[src/rtl/spart_rx.sv]
// spart_rx: receive half of the SPART.
// Deserialises the asynchronous rxd line with OVERSAMPLE ticks per bit.
// Frame: start(0), DATA_BITS data bits LSB first, optional parity, stop(1).
// The received word and its status are held until the bus interface reads them.
// Optional feature: define PARITY_EN to add an even-parity bit between data and stop.
module spart_rx #(
  parameter int OVERSAMPLE = 16,
  parameter int DATA_BITS  = 8
) (
  input  logic                 clk,
  input  logic                 rst,
  input  logic                 rx_enable,
  input  logic                 rxd,
  input  logic                 rd,
  output logic [DATA_BITS-1:0] rx_data,
  output logic                 rda,
  output logic                 framing_err,
  output logic                 overrun,
  output logic                 parity_err
);

  localparam int CW = $clog2(OVERSAMPLE);
  localparam int IW = $clog2(DATA_BITS);

  localparam logic [CW-1:0] MID_START = CW'(OVERSAMPLE / 2 - 1);
  localparam logic [CW-1:0] MID_BIT   = CW'(OVERSAMPLE - 1);
  localparam logic [IW-1:0] LAST_IDX  = IW'(DATA_BITS - 1);

  localparam logic [2:0] IDLE   = 3'd0;
  localparam logic [2:0] START  = 3'd1;
  localparam logic [2:0] DATA   = 3'd2;
  localparam logic [2:0] STOP   = 3'd3;
`ifdef PARITY_EN
  localparam logic [2:0] PARITY = 3'd4;
`endif

  logic                 sync_p0;
  logic                 sync_p1;
  logic [2:0]           state;
  logic [CW-1:0]        cnt;
  logic [IW-1:0]        idx;
  logic [DATA_BITS-1:0] shreg;
`ifdef PARITY_EN
  logic                 par_bit;
  logic                 parity_r;
`endif

  // Two-flop synchroniser; idles high so reset does not look like a start edge
  always_ff @(posedge clk) begin
    if (!rst) begin
      sync_p0 <= 1'b1;
      sync_p1 <= 1'b1;
    end else begin
      sync_p0 <= rxd;
      sync_p1 <= sync_p0;
    end
  end

  // Receive FSM, shift register and status registers (a load overrides a read clear)
  always_ff @(posedge clk) begin
    if (!rst) begin
      state       <= IDLE;
      cnt         <= '0;
      idx         <= '0;
      shreg       <= '0;
      rx_data     <= '0;
      rda         <= 1'b0;
      framing_err <= 1'b0;
      overrun     <= 1'b0;
`ifdef PARITY_EN
      par_bit     <= 1'b0;
      parity_r    <= 1'b0;
`endif
    end else begin
      if (rd) begin
        rda         <= 1'b0;
        framing_err <= 1'b0;
        overrun     <= 1'b0;
`ifdef PARITY_EN
        parity_r    <= 1'b0;
`endif
      end
      if (rx_enable) begin
        case (state)
          IDLE: begin
            if (!sync_p1) begin
              state <= START;
              cnt   <= '0;
            end
          end
          START: begin
            cnt <= cnt + 1'b1;
            if (cnt == MID_START) begin
              if (sync_p1) begin
                // line went back high before mid-start: treat as a glitch
                state <= IDLE;
              end else begin
                state <= DATA;
                cnt   <= '0;
                idx   <= '0;
              end
            end
          end
          DATA: begin
            cnt <= cnt + 1'b1;
            if (cnt == MID_BIT) begin
              shreg <= {sync_p1, shreg[DATA_BITS-1:1]};
              idx   <= idx + 1'b1;
              if (idx == LAST_IDX) begin
`ifdef PARITY_EN
                state <= PARITY;
`else
                state <= STOP;
`endif
                cnt   <= '0;
              end
            end
          end
`ifdef PARITY_EN
          PARITY: begin
            cnt <= cnt + 1'b1;
            if (cnt == MID_BIT) begin
              par_bit <= sync_p1;
              state   <= STOP;
              cnt     <= '0;
            end
          end
`endif
          STOP: begin
            cnt <= cnt + 1'b1;
            if (cnt == MID_BIT) begin
              // load at mid-stop so IDLE is ready for an immediately following start edge
              rx_data     <= shreg;
              framing_err <= ~sync_p1;
              overrun     <= rda & ~rd;
              rda         <= 1'b1;
`ifdef PARITY_EN
              parity_r    <= (^shreg) ^ par_bit;
`endif
              state       <= IDLE;
            end
          end
          default: begin
            state <= IDLE;
          end
        endcase
      end
    end
  end

`ifdef PARITY_EN
  assign parity_err = parity_r;
`else
  assign parity_err = 1'b0;
`endif

endmodule
[config.mk]
export PLATFORM = sky130hd
export DESIGN_NAME = spart_rx
export DESIGN_NICKNAME = d
export VERILOG_FILES = /design/src/rtl/spart_rx.sv
export SDC_FILE = /design/constraint.sdc
export NUM_CORES = 1
export LEC_CHECK = 0
export CORE_UTILIZATION = 37
export DETAILED_ROUTE_END_ITERATION = 8
export MAX_ROUTING_LAYER = met4
export PLACE_DENSITY = 0.65
export SLEW_MARGIN = 0
export SYNTH_ARGS = -nofsm -noshare
export SYNTH_HDL_FRONTEND = slang
export SYNTH_SLANG_ARGS = --single-unit
export TNS_END_PERCENT = 50
[constraint.sdc]
create_clock -name clk -period 2.47 [get_ports clk]
set_input_delay 0.6175 -clock clk [delete_from_list [all_inputs] [get_ports clk]]
set_output_delay 0.6175 -clock clk [all_outputs]
set_load 0.005 [all_outputs]
Yosys cells after proc, flatten, opt, wreduce, memory -nomap -nowiden. Index checks and enable logic that the tools add are counted.

Add/sub/neg operators: 2. Eq/ne operators: 12. Mux-type cells: 29. Bitwise logic cells: 3. Reductions and logical operators: 8.

Operators with widths (count): 2-to-1 mux 3 bit (8); 2-to-1 mux 4 bit (5); one-hot mux 4 bit (4 select lines) (1); 2-to-1 mux 1 bit (12); != test 2 bit, second input constant (6); one-hot mux 3 bit (4 select lines) (1); AND reduction 3 bit (3); equality test 3 x 2 -> 1 bit, second input constant (2); one-hot mux 3 bit (2 select lines) (1); AND reduction 6 bit (1); AND reduction 5 bit (1); adder 4 x 1 -> 4 bit, second input constant (1); equality test 4 x 3 -> 1 bit, second input constant (1); equality test 4 bit, second input constant (1); nonzero test 4 bit (1); adder 3 x 1 -> 3 bit, second input constant (1); equality test 3 x 1 -> 1 bit, second input constant (1); equality test 3 bit, second input constant (1); logical NOT 3 bit (1); 2-to-1 mux 2 bit (1); inverter 1 bit (2); nonzero test 2 bit (1); bitwise AND 1 bit (1).

Register bits: 31. Output and inout port bits: 12. Input port bits: 5.

Longest topological paths before layout.
Depth after elaboration: 5. Mapped depth: 7.

Least setup slack after synthesis. No wires, ideal clock.

Path kind: register -> register. From: register state[1]. To: register idx[0]. Path buffers: 0. Cell stages (with the launch flop): 7. Clock period less this slack: 1.685 ns. Setup time: 0.116 ns. Data required time: 2.354 ns. Slack: 0.785 ns. Arrival time: 1.569 ns. Cell sequence: dfxtp_1 inv_1 ha_1 or4b_4 a21boi_4 mux2i_1 nor2b_1.

Cells in the longest elaborated chain, start to end: 3.

RTL lines: start: declaration (RTL line 39) `logic [2:0] state;`; start signal: assignment (RTL line 62) `state <= IDLE;`; start signal: assignment (RTL line 87) `state <= START;`; start signal: assignment (RTL line 96) `state <= IDLE;`; equality test 3 x 1 -> 1 bit or equality test 3 x 2 -> 1 bit (tied branches) (RTL line 84) `case (state)`; != test 2 bit (no source line) or nonzero test 2 bit (tied branches); AND reduction 5 bit (no source line); end signal: assignment (RTL line 108) `idx <= idx + 1'b1;`; end: declaration (RTL line 41) `logic [IW-1:0] idx;`.

Parallel ways exist; a longest one is shown, timed or not. A chain may end at the register's enable or synchronous reset.

Worst setup path in the final report.
From: input port rx_enable. To: register shreg[0].

Cells in the longest elaborated chain, start to end: 1.

RTL lines: start: declaration (RTL line 12) `input logic rx_enable,`; AND reduction 3 bit (no source line); end signal: assignment (RTL line 107) `shreg <= {sync_p1, shreg[DATA_BITS-1:1]};`; end: declaration (RTL line 42) `logic [DATA_BITS-1:0] shreg;`.

No other way between the ends.

==> out/metrics.csv <==
stage,metric,value,unit
critical_path,CP cell instances,clkdlybuf4s50_1 > and3_1 > nand3_1 > mux2i_1 > nor2b_1,
pwr,Max VDD drop,0.3705,mV
clock_network,CTS tree,yes,
sta,Post-Route Skew,0.005386,ns
critical_path,flop-to-flop setup slack,0.51,ns
pwr,PwrDens,544.2,nW/um^2
job,Max Cap Violations,0,
worst_hold_path,worst hold path cell count,1,
synthesis,Synth Area in Simple Gates,0.2343,
routing,final antenna-violating net count,0,
floorplan,Die Footprint,4181,um^2
clock_network,post-cts gate resize count,0,
floorplan,Die X,64.66,um
routing,routed via count,1056,
placement,DP Wirelength,1.812,mm
global_routing,met1 GRT Util,0.1782,
critical_path,Crit path arrival time,2.14,ns
synthesis,Synth Area in Compound Gates,0.09388,
floorplan,Boundary Pins,17,
sta,worst slew pin tran,0.5025,ns
global_routing,GRT Overall Usage,0.1480,
synthesis,#FFs+latches synth,30,
synthesis,Post-Syn Nets,158,
final_layout,FILL cells,363,
synthesis,"Warnings, synthesis",0,
global_routing,first-pass GRT wire length,4.547,mm
routing,Iter 0 DRT Violations,19,
final_layout,synthesis-to-finish area growth,19.38,%
synthesis,"Primary FF master, synth",dfxtp_1,
clock_network,"Clk pin slew, worst setup/hold paths",0.06,ns
critical_path,worst r2r path cells,6,
final_layout,area taken by multi-input logic gates,802.0,um^2
synthesis,register area share after synthesis,0.4134,
sta,period utilization,0.7984,
final_layout,FF/Latch Area,600.6,um^2
synthesis,Commonest cells post-synth,"dfxtp_1 (30), mux2i_1 (21), nor2b_1 (20)",
synthesis,cell with the most instances after synthesis,dfxtp_1,
worst_hold_path,Hold Startpoint,sync_p0,
synthesis,multiplexer share of the synthesized area,0.1525,
critical_path,highest cell delay on the worst timing path,0.54,ns
critical_path,critical path class,input port to flop,
floorplan,core area,3716,um^2
pwr,P_leak,0.7329,nW
worst_hold_path,Hold Crit Class,flop to flop,
final_layout,post-route insts no fill,211,
critical_path,r2r endpoint,idx[0],
placement,PortBufs,15,
final_layout,number of antenna diodes,0,
synthesis,Synth area leader,dfxtp_1,
global_routing,gr busiest metal,met2,
synthesis,main combinational cell family by area after synthesis,simple AND/OR/NAND/NOR gates,
clock_network,worst-skew pair later-pin latency,0.28,ns
synthesis,adder-cell area share of the yosys netlist,0.06891,
floorplan,# rows,22,
critical_path,CP Max Fanout,8,
routing,Avg WL per Cell,12.18,um
routing,final wirelength,2.569,mm
synthesis,Post-Synth XOR/XNOR Area,0,
synthesis,top-area cell type share of the netlist area,0.4134,
synthesis,synth top area cells,"dfxtp_1 (41%), mux2i_1 (14%), nor2b_1 (8.6%)",
sta,final hold violation count,0,
synthesis,Mapped Cells,145,
routing,drt drc,0,
critical_path,CP startpoint kind,input port,
placement,global placement routability congestion,0.8074,
placement,Setup WS pre-CTS,0.2109,ns
sta,fmax,507.1,MHz
global_routing,total gr overflow,0,
clock_network,CTS Buffer Depth,2,
global_routing,initial antenna violation count,0,
clock_network,Post-CTS Setup Inserts,0,
sta,Setup Viol. Count Final,0,
sta,RSZ-0062 raised after global routing,false,
global_routing,via count of the first global-routing pass,997,
global_routing,largest net degree at the start of global routing,21,
clock_network,H-tree depth,2,
critical_path,CP top delay family,simple AND/OR/NAND/NOR gates,
clock_network,clk sinks,30,
global_routing,M3 GR Usage,0.04754,
sta,slew margin rel.,0.6641,
clock_network,clock root buffer,clkbuf_8,
final_layout,nets,175,
outcome,status,"complete, no violations",
synthesis,Synth Cell Area,1453,um^2
placement,Inst Count DP,203,
critical_path,WP buf/inv,1,
global_routing,M2 GR Usage,0.2171,
final_layout,layout cell share with drive strength beyond 1,0.09202,
clock_network,hold buffers post-CTS,0,
routing,Vias/cell,5.005,
floorplan,die height,64.66,um
clock_network,CTS Buf Count,5,
synthesis,syn_area_per_cell,10.02,um^2
synthesis,synth unique cells,38,
synthesis,number of synthesized flops with an enable pin,0,
sta,min Tclk post-route,1.972,ns
routing,DR pass1 iterations,4,
critical_path,FF-to-FF Start,state[0],
critical_path,Worst Setup End Kind,flop,
worst_hold_path,Worst Hold Endpoint,sync_p1,
floorplan,initial core utilization,0.3909,
sta,Setup TNS Final,0,ns
critical_path,Worst EP required,2.64,ns
critical_path,Crit-path slowest cell,clkdlybuf4s50_1,
sta,Setup WS post-layout,0.4978,ns
sta,max-slew violations,0,
synthesis,Synth async-reset ratio,0,
layer usage:
metal	vias up	part of all wire
met5	-	0
met4	0	0.023
met3	6	0.040
met2	22	0.45
met1	496	0.48
li1	532	-
worst reg2reg max path, stage by stage (launching register included):
cell and delay [ns]:
dfxtp_1 0.41, inv_1 0.11, ha_1 0.33, or4b_4 0.54
a21boi_4 0.20, mux2i_1 0.21, nor2b_1 0.06
worst max-delay path by stage:
stage | slack (ns) | from | cells past startpoint | to
after floorplan | 0.79 | state[1] | 6 | idx[0]
after global placement | 0.29 | rx_enable | 5 | shreg[6]
after detailed placement | 0.21 | rx_enable | 5 | shreg[0]
after CTS | 0.51 | state[0] | 6 | idx[0]
after global routing | 0.38 | state[0] | 6 | idx[1]
final | 0.50 | rx_enable | 5 | shreg[0]
power by group:
group | switching (W) | leakage (nW) | internal [W]
clock | 0.000183 | 0.0472 | 0.000223
sequential | 0.00000355 | 0.242 | 0.000487
combinational | 0.0000233 | 0.444 | 0.0000234
total | 0.000210 | 0.733 | 0.000734
cell type report:
class	count	area share
Multi-Input combinational cell	105	0.4625
Inverter	3	0.006494
Clock inverter	2	0.007215
Tap cell	48	0.03463
Timing Repair Buffer	17	0.09524
Sequential cell	30	0.3463
Clock buffer	6	0.04762
sequential cells by signal, summed over array words and instances, names as in the netlist:
register     cells
idx              3
state            2
cnt              4
sync_p0          1
shreg            8
rx_data          8
sync_p1          1
overrun          1
framing_err      1
rda              1
cell usage in the layout (no fill, tap or decap), types with 4 or more instances in the layout:
| master | instances |
|---|---|
| a21boi_0 | 4 |
| and2_1 | 4 |
| clkbuf_8 | 6 |
| clkdlybuf4s50_1 | 15 |
| dfxtp_1 | 30 |
| ha_1 | 8 |
| mux2i_1 | 21 |
| nand2_1 | 8 |
| nand2b_1 | 4 |
| nand3_1 | 4 |
| nor2_1 | 4 |
| nor2b_1 | 20 |
cell families (layout without fill, tap and decap cells):
family / after synthesis / after routing
multiplexers: 22 / 22
adder cells (fa/ha/maj): 8 / 8
flip-flops: 30 / 30
buffers and inverters: 10 / 28
other: 1 / 1
AO/OA/AOI/OAI: 17 / 17
AND/OR/NAND/NOR: 57 / 57
through the flow:
step           total power (W)  hold slack, ns  area (um^2)  utilization
3_5_place_dp         0.0005476          0.4055         1639       0.4411
4_1_cts              0.0009585          0.4209         1734       0.4667
3_3_place_gp         0.0005458          0.3919         1639       0.4411
5_1_grt              0.0009825          0.4614         1734       0.4667
2_1_floorplan        0.0005330          0.3863         1453            -
6_report             0.0009438          0.4148         1734       0.4667
(Power assumes the default switching activity.)
